**src/rtl/aurora_pkg.sv**
```systemverilog
// Shared scheduler types and default clock-compensation timing for the TX frame path.
package aurora_pkg;

  typedef enum logic [2:0] {
    ST_DOWN = 3'd0,
    ST_IDLE = 3'd1,
    ST_DATA = 3'd2,
    ST_ECP  = 3'd3,
    ST_CC   = 3'd4
  } sched_state_t;

  // One action per cycle; registered onto the send_* / data_valid outputs.
  typedef enum logic [2:0] {
    ACT_NONE = 3'd0,
    ACT_IDLE = 3'd1,
    ACT_SCP  = 3'd2,
    ACT_DATA = 3'd3,
    ACT_ECP  = 3'd4,
    ACT_CC   = 3'd5
  } sched_act_t;

  localparam int unsigned CC_PERIOD_DEFAULT = 5000;
  localparam int unsigned CC_LEN_DEFAULT    = 6;

  // Bits needed to hold max_val, never less than one.
  function automatic int unsigned cnt_width(input int unsigned max_val);
    return (max_val < 2) ? 1 : $clog2(max_val + 1);
  endfunction

endpackage

```
**src/rtl/cc_timer.sv**
```systemverilog
// Clock-compensation period timer: down-counter with terminal-count reload and a
// single-entry pending flag that is cleared when the scheduler starts a CC burst.
module cc_timer
  import aurora_pkg::*;
#(
  parameter int unsigned CC_PERIOD = CC_PERIOD_DEFAULT
) (
  input  logic clk,
  input  logic rst,
  input  logic enable,
  input  logic clear,
  input  logic in_cc,
  output logic pending
);

  localparam int unsigned CNT_W = cnt_width(CC_PERIOD - 1);
  localparam logic [CNT_W-1:0] RELOAD = CNT_W'(CC_PERIOD - 1);

  logic [CNT_W-1:0] cnt;

  always_ff @(posedge clk or posedge rst) begin
    if (rst) begin
      cnt     <= RELOAD;
      pending <= 1'b0;
    end else if (!enable) begin
      cnt     <= RELOAD;
      pending <= 1'b0;
    end else begin
      if (cnt == '0) begin
        cnt <= RELOAD;
        // An expiry that lands on an outstanding or running CC is dropped, not queued.
        if (!pending && !in_cc && !clear) begin
          pending <= 1'b1;
        end
      end else begin
        cnt <= cnt - CNT_W'(1);
      end
      if (clear) begin
        pending <= 1'b0;
      end
    end
  end

endmodule

```
**src/rtl/tx_frame_scheduler.sv**
```systemverilog
// TX frame scheduler: frames user words with SCP/ECP, fills gaps with idles and
// inserts periodic CC bursts when TX_FRAME_SCHEDULER_CC_EN is defined.
module tx_frame_scheduler
  import aurora_pkg::*;
#(
  parameter int unsigned DATA_W    = 16,
  parameter int unsigned CC_PERIOD = CC_PERIOD_DEFAULT,
  parameter int unsigned CC_LEN    = CC_LEN_DEFAULT
) (
  input  logic              clk,
  input  logic              rst,
  input  logic              channel_up,
  input  logic [DATA_W-1:0] tx_data,
  input  logic              tx_valid,
  input  logic              tx_last,
  output logic              tx_ready,
  output logic              send_idle,
  output logic              send_scp,
  output logic              send_ecp,
  output logic              send_cc,
  output logic [DATA_W-1:0] data_out,
  output logic              data_valid
);

  if (CC_LEN < 1 || CC_PERIOD <= CC_LEN + 2) begin : g_bad_cfg
    $error("tx_frame_scheduler: need CC_LEN >= 1 and CC_PERIOD > CC_LEN + 2");
  end

  sched_state_t state, state_nxt;
  sched_act_t   act;
  logic         cc_pending;
  logic         cc_enter;

  assign tx_ready = (state == ST_DATA) && !cc_pending;

`ifdef TX_FRAME_SCHEDULER_CC_EN
  localparam int unsigned CC_CNT_W = cnt_width(CC_LEN - 1);

  sched_state_t        ret_state, ret_state_nxt;
  logic [CC_CNT_W-1:0] cc_cnt, cc_cnt_nxt;

  cc_timer #(
    .CC_PERIOD(CC_PERIOD)
  ) u_cc_timer (
    .clk    (clk),
    .rst    (rst),
    .enable (channel_up),
    .clear  (cc_enter),
    .in_cc  (state == ST_CC),
    .pending(cc_pending)
  );
`else
  assign cc_pending = 1'b0;
`endif

  always_comb begin
    state_nxt = state;
    act       = ACT_NONE;
    cc_enter  = 1'b0;
`ifdef TX_FRAME_SCHEDULER_CC_EN
    ret_state_nxt = ret_state;
    cc_cnt_nxt    = cc_cnt;
`endif
    if (!channel_up) begin
      state_nxt = ST_DOWN;
    end else begin
      case (state)
        ST_DOWN: state_nxt = ST_IDLE;
        ST_IDLE: begin
          if (cc_pending) begin
            cc_enter = 1'b1;
          end else if (tx_valid) begin
            act       = ACT_SCP;
            state_nxt = ST_DATA;
          end else begin
            act = ACT_IDLE;
          end
        end
        ST_DATA: begin
          // With no CC pending tx_ready is high here, so tx_valid is the handshake.
          if (cc_pending) begin
            cc_enter = 1'b1;
          end else if (tx_valid) begin
            act = ACT_DATA;
            if (tx_last) begin
              state_nxt = ST_ECP;
            end
          end else begin
            act = ACT_IDLE;
          end
        end
        ST_ECP: begin
          act       = ACT_ECP;
          state_nxt = ST_IDLE;
        end
`ifdef TX_FRAME_SCHEDULER_CC_EN
        ST_CC: begin
          act = ACT_CC;
          if (cc_cnt <= CC_CNT_W'(1)) begin
            state_nxt = ret_state;
          end else begin
            cc_cnt_nxt = cc_cnt - CC_CNT_W'(1);
          end
        end
`endif
        default: state_nxt = ST_DOWN;
      endcase
    end

    // The entry cycle already emits the first CC word; CC state covers the rest.
    if (cc_enter) begin
      act = ACT_CC;
`ifdef TX_FRAME_SCHEDULER_CC_EN
      ret_state_nxt = state;
      cc_cnt_nxt    = CC_CNT_W'(CC_LEN - 1);
      state_nxt     = (CC_LEN > 1) ? ST_CC : state;
`endif
    end
  end

  always_ff @(posedge clk or posedge rst) begin
    if (rst) begin
      state      <= ST_DOWN;
      send_idle  <= 1'b0;
      send_scp   <= 1'b0;
      send_ecp   <= 1'b0;
      data_valid <= 1'b0;
      data_out   <= '0;
    end else begin
      state      <= state_nxt;
      send_idle  <= (act == ACT_IDLE);
      send_scp   <= (act == ACT_SCP);
      send_ecp   <= (act == ACT_ECP);
      data_valid <= (act == ACT_DATA);
      if (act == ACT_DATA) begin
        data_out <= tx_data;
      end
    end
  end

`ifdef TX_FRAME_SCHEDULER_CC_EN
  always_ff @(posedge clk or posedge rst) begin
    if (rst) begin
      send_cc   <= 1'b0;
      ret_state <= ST_IDLE;
      cc_cnt    <= '0;
    end else begin
      send_cc   <= (act == ACT_CC);
      ret_state <= ret_state_nxt;
      cc_cnt    <= cc_cnt_nxt;
    end
  end
`else
  assign send_cc = 1'b0;
`endif

endmodule

```
**config.mk**
```make
export PLATFORM = sky130hd
export DESIGN_NAME = tx_frame_scheduler
export DESIGN_NICKNAME = d
export VERILOG_FILES = /design/src/rtl/aurora_pkg.sv /design/src/rtl/cc_timer.sv /design/src/rtl/tx_frame_scheduler.sv
export SDC_FILE = /design/constraint.sdc
export NUM_CORES = 1
export LEC_CHECK = 0
export BUFFER_PORTS_ARGS = -buffer_cell sky130_fd_sc_hd__buf_2
export CAP_MARGIN = 0
export CORE_ASPECT_RATIO = 1.5
export CORE_UTILIZATION = 49
export DETAILED_ROUTE_END_ITERATION = 16
export HOLD_SLACK_MARGIN = 0.12
export PLACE_DENSITY_LB_ADDON = 0.1
export SKIP_CTS_REPAIR_TIMING = 1
export SYNTH_ARGS = -nofsm -noshare
export SYNTH_HDL_FRONTEND = slang
export SYNTH_SLANG_ARGS = --single-unit
```
**constraint.sdc**
```tcl
create_clock -name clk -period 3.6 [get_ports clk]
set_clock_uncertainty 0.15 [all_clocks]
set_input_delay 0.18 -clock clk [delete_from_list [all_inputs] [get_ports clk]]
set_output_delay 0.18 -clock clk [all_outputs]
set_load 0.1 [all_outputs]
```
# Word level (Yosys, flattened, before mapping)

Cells that the tools add are included.
W data, S select, Z words.

Eq/ne operators: 10
Muxes and demuxes: 9
Reduce and logical (&&, ||, !) cells: 3

Operators with widths:

| cell                 | number |
|---|---|
| $pmux W3 S3          | 2 |
| $mux W3              | 5 |
| $eq A3 B2 Y1 const B | 4 |
| $ne A3 B3 Y1 const B | 3 |
| $eq A3 B1 Y1 const B | 2 |
| $mux W2              | 2 |
| $eq A3 B3 Y1 const B | 1 |
| $logic_not A3 Y1     | 1 |
| $reduce_and A3 Y1    | 1 |
| $reduce_or A2 Y1     | 1 |

Register bits: 23
Input bits: 21
Output and inout port bits: 22

# Logic depth before layout (Yosys ltp)

Depth in word-level cells: 4
Gate-level depth with buffers: 6
Depth with buffers taken out: 5

# Worst setup path after synthesis

OpenSTA, ideal clock, no wires.

Path kind: reg-to-reg
From: register state[0]
To: register data_out[0]
Arrival time: 2651 ps
Required time: 3324 ps
Setup slack: 672 ps
Cell stages (with the launch flop): 7
Path buffers: 1
Cell sequence: dfrtp_1 -> inv_1 -> ha_1 -> nor2_1 -> a2111oi_4 -> buf_8 -> mux2_4

Word-level cells in the longest chain between the ends: 4
Elaborated cells between the ends (all ways): 6
Classes of those cells: eq/ne (4); mux (2)

Ends and longest elaborated chain:

| element                  | line                      | text |
|---|---|---|
| start: declaration       | tx_frame_scheduler.sv:29  | `sched_state_t state, state_nxt;` |
| start signal: assignment | tx_frame_scheduler.sv:130 | `state <= state_nxt;` |
| $eq A3 B2 Y1             | --                        |  |
| net tx_ready             | tx_frame_scheduler.sv:16  | `output logic tx_ready,` |
| $pmux W3 S3              | tx_frame_scheduler.sv:67  | `case (state)` |
| $mux W3                  | tx_frame_scheduler.sv:64  | `if (!channel_up) begin` |
| $eq A3 B2 Y1             | tx_frame_scheduler.sv:135 | `if (act == ACT_DATA) begin` |
| end signal: assignment   | tx_frame_scheduler.sv:136 | `data_out <= tx_data;` |
| end: declaration         | tx_frame_scheduler.sv:21  | `output logic [DATA_W-1:0] data_out,` |

The timed path passes the listed nets, and every way through them passes these cells.
A chain may end at the register's enable or synchronous reset.

# Worst setup path in the final report

From: register state[0]
To: register data_out[11]

Word-level cells in the longest chain between the ends: 4
Elaborated cells between the ends (all ways): 6
Classes of those cells: eq/ne (4); mux (2)

Ends and longest elaborated chain:

| element                                             | line |
|---|---|
| $eq A3 B2 Y1 / $eq A3 B1 Y1 (equally long branches) | tx_frame_scheduler.sv:67 |
| $pmux W3 S3 *                                       | tx_frame_scheduler.sv:67 |
| $mux W3 *                                           | tx_frame_scheduler.sv:64 |
| $eq A3 B2 Y1 *                                      | tx_frame_scheduler.sv:135 |

Mark *: on every way between the ends. The rest lies on a longest branch, timed or not.

==> results.ini <==
[worst_setup_path]
path_cells = inv_1 -> ha_1 -> or2b_1 -> a2111oi_4 -> buf_4 -> mux2_4
cp-end-kind = flip-flop
ff2ff_path_depth = 6
cpPeakStageDelay_ns = 0.59
crit_fanout = 9
arrival_ns = 2.59
critPathSlowestCell = a2111oi_4
ff2ff_setup_slack_ns = 1.06
rr_startpoint = state[0]
worstSetupStartpointType = flip-flop
r2r_end = data_out[11]
cp.required_ns = 3.65
path_class = reg2reg

[floorplan]
io_pins = 43
core_area_um2 = 1900
die_h_um = 57.8
start_util_pct = 53.4
num_rows = 19
dieArea_um2 = 2260
die_w_um = 39.2

[logic_synthesis]
async_flop_share_pct = 100
synth-seq-area-share_pct = 54.2
synth_edf_count = 0
synthTopCellsByArea = dfrtp_1 54%, mux2_4 13%, mux2_2 7.8%
syn_inst = 67
synth_common_cells = 22 x dfrtp_1, 9 x mux2_4, 7 x mux2_2, 5 x ha_1, 3 x inv_1
synth.avg_cell_area_um2 = 15.2
netlist_area_um2 = 1020
synth_cell_types = 21
synth_nets = 93
ys_ff_latch = 22
synth_top_cell_by_area = dfrtp_1
synth.top_cell.area_share_pct = 54.2
yosysMostFrequentCell = dfrtp_1
ys.flop_type = dfrtp_1
yosysWarnings = 0

[global_route]
grt_pass1_wl_um = 2730
grt_overflow = 0
grt_pass1_vias = 670
antenna_found_initial = 0
grt_start_max_net_pins = 23
grtUsageTotal_pct = 17.3

[finish]
finalInstanceArea_um2 = 1470
multi_input_area_um2 = 432
diodes = 0
fill_cells = 134
area_growth_pct = 44.2
drive_gt1_share_pct = 50.4
final_util_pct = 77.0
final_nets = 156
ff_latch_area_um2 = 551

[clock_tree]
cts_max_path_buffers = 2
cts.sinks = 22
numCtsBuffers = 3
clk_latency_ns = 0.30
path_clk_slew_ns = 0.13
h-tree-depth = 1
cts_tree = done
cts_root_buf = clkbuf_4

[place]
dp_hpwl_um = 1300
placed_cell_area_um2 = 1230
io_buffers = 41
place.gp.congestion = 0.714
dp_worst_setup_slack_ns = 1.07

[hold_path]
hold_end = data_valid
min_from = tx_valid
whs_path_depth = 3
min_path_type = in2reg

[sta]
setup_ws_ns = 1.06
worst_slew_pin_slew_ns = 0.793
max_freq_mhz = 394
finalMaxSlewViolations = 0
setup_viol = 0
relSlewSlack_pct = 47.1
fin_crit_sh_pct = 70.6
hold_viol_final = 0
fin_tns_setup_ns = 0
rsz0062_at_grt = false
fin_crit_ns = 2.54

[drt]
routed_via_density = 4.97
wl_per_cell_um = 13.0
drc = 0
drtIter0Drc = 10
routed_wl_um = 1960
num_vias = 745
ant_nets = 0
drtPass1Iterations = 4

[run_status]
outcome = finished, final reports clean

[flow_run]
drv_cap = 0

==> flip-flops by register name, summed over array words and instances, names as in the netlist <==
name	flops
send_ecp	1
data_out	16
send_scp	1
data_valid	1
send_idle	1
state	2
==> per-layer routing <==
metal / vias to the layer above / track usage (%) / routed length [µm]
met5: - / 0 / 0
met4: 0 / 10.3 / 50
met3: 6 / 2.68 / 94
met2: 34 / 27.9 / 1000
met1: 354 / 21.0 / 807
li1: 351 / - / -
==> area by class of cell <==
class | instances | share of cell area [%]
clock inverters | 1 | 2.05
inverters | 3 | 0.769
flip-flops and latches | 22 | 37.6
clock buffers | 3 | 1.54
well taps | 21 | 1.79
repair buffers | 60 | 26.8
multi-input cells | 40 | 29.5
==> through the flow <==
stage,instances,hold slack (ns)
2_1_floorplan,67,0.0192
3_3_place_gp,128,0.213
3_5_place_dp,128,0.224
4_1_cts,132,-0.128
5_1_grt,150,0.177
6_report,150,0.160
==> worst max path at each step <==
stage	start	to	slack (ns)	cells after the start
after global routing	state[0]	data_out[11]	0.91	6
after global placement	state[0]	data_out[14]	1.11	6
after CTS	state[0]	data_out[11]	1.05	6
after floorplan	state[0]	data_out[0]	0.67	6
after detailed placement	state[0]	data_out[11]	1.07	6
final	state[0]	data_out[11]	1.06	6
==> worst max-delay path, delay by kind of cell (launching register included) <==
| kind | cells | cell delay (ns) |
|---|---|---|
| flops | 1 | 0.47 |
| mux | 1 | 0.32 |
| compound gates | 1 | 0.59 |
| fa+ha+maj | 1 | 0.21 |
| buf+inv | 2 | 0.44 |
| simple gates | 1 | 0.26 |
==> cells in the final DEF, fill, tap and decap left out <==
master	instances
a2111oi_4	1
and2_2	1
and4b_1	2
buf_2	41
buf_4	1
bufinv_16	1
clkbuf_4	3
conb_1	1
dfrtp_1	22
dlygate4sd3_1	18
ha_1	5
inv_1	3
mux2_2	7
mux2_4	9
mux2i_1	2
nand2_1	1
nand2b_1	2
nand3b_1	1
nor2_1	2
nor2b_1	1
nor4b_1	1
o21ai_0	1
o21ba_2	1
or2b_1	2
==> kinds of logic after synthesis <==
logic type,after synthesis,share of synthesized area (%)
flops,22,54.2
mux,18,23.0
simple gates,13,8.74
buf+inv,5,3.32
fa+ha+maj,5,6.16
compound gates,3,4.19
other cells,1,0.369
Power is left out: the tool's default activity adds up to more than one toggle a clock period on the data nets, which glitch-free logic cannot reach.
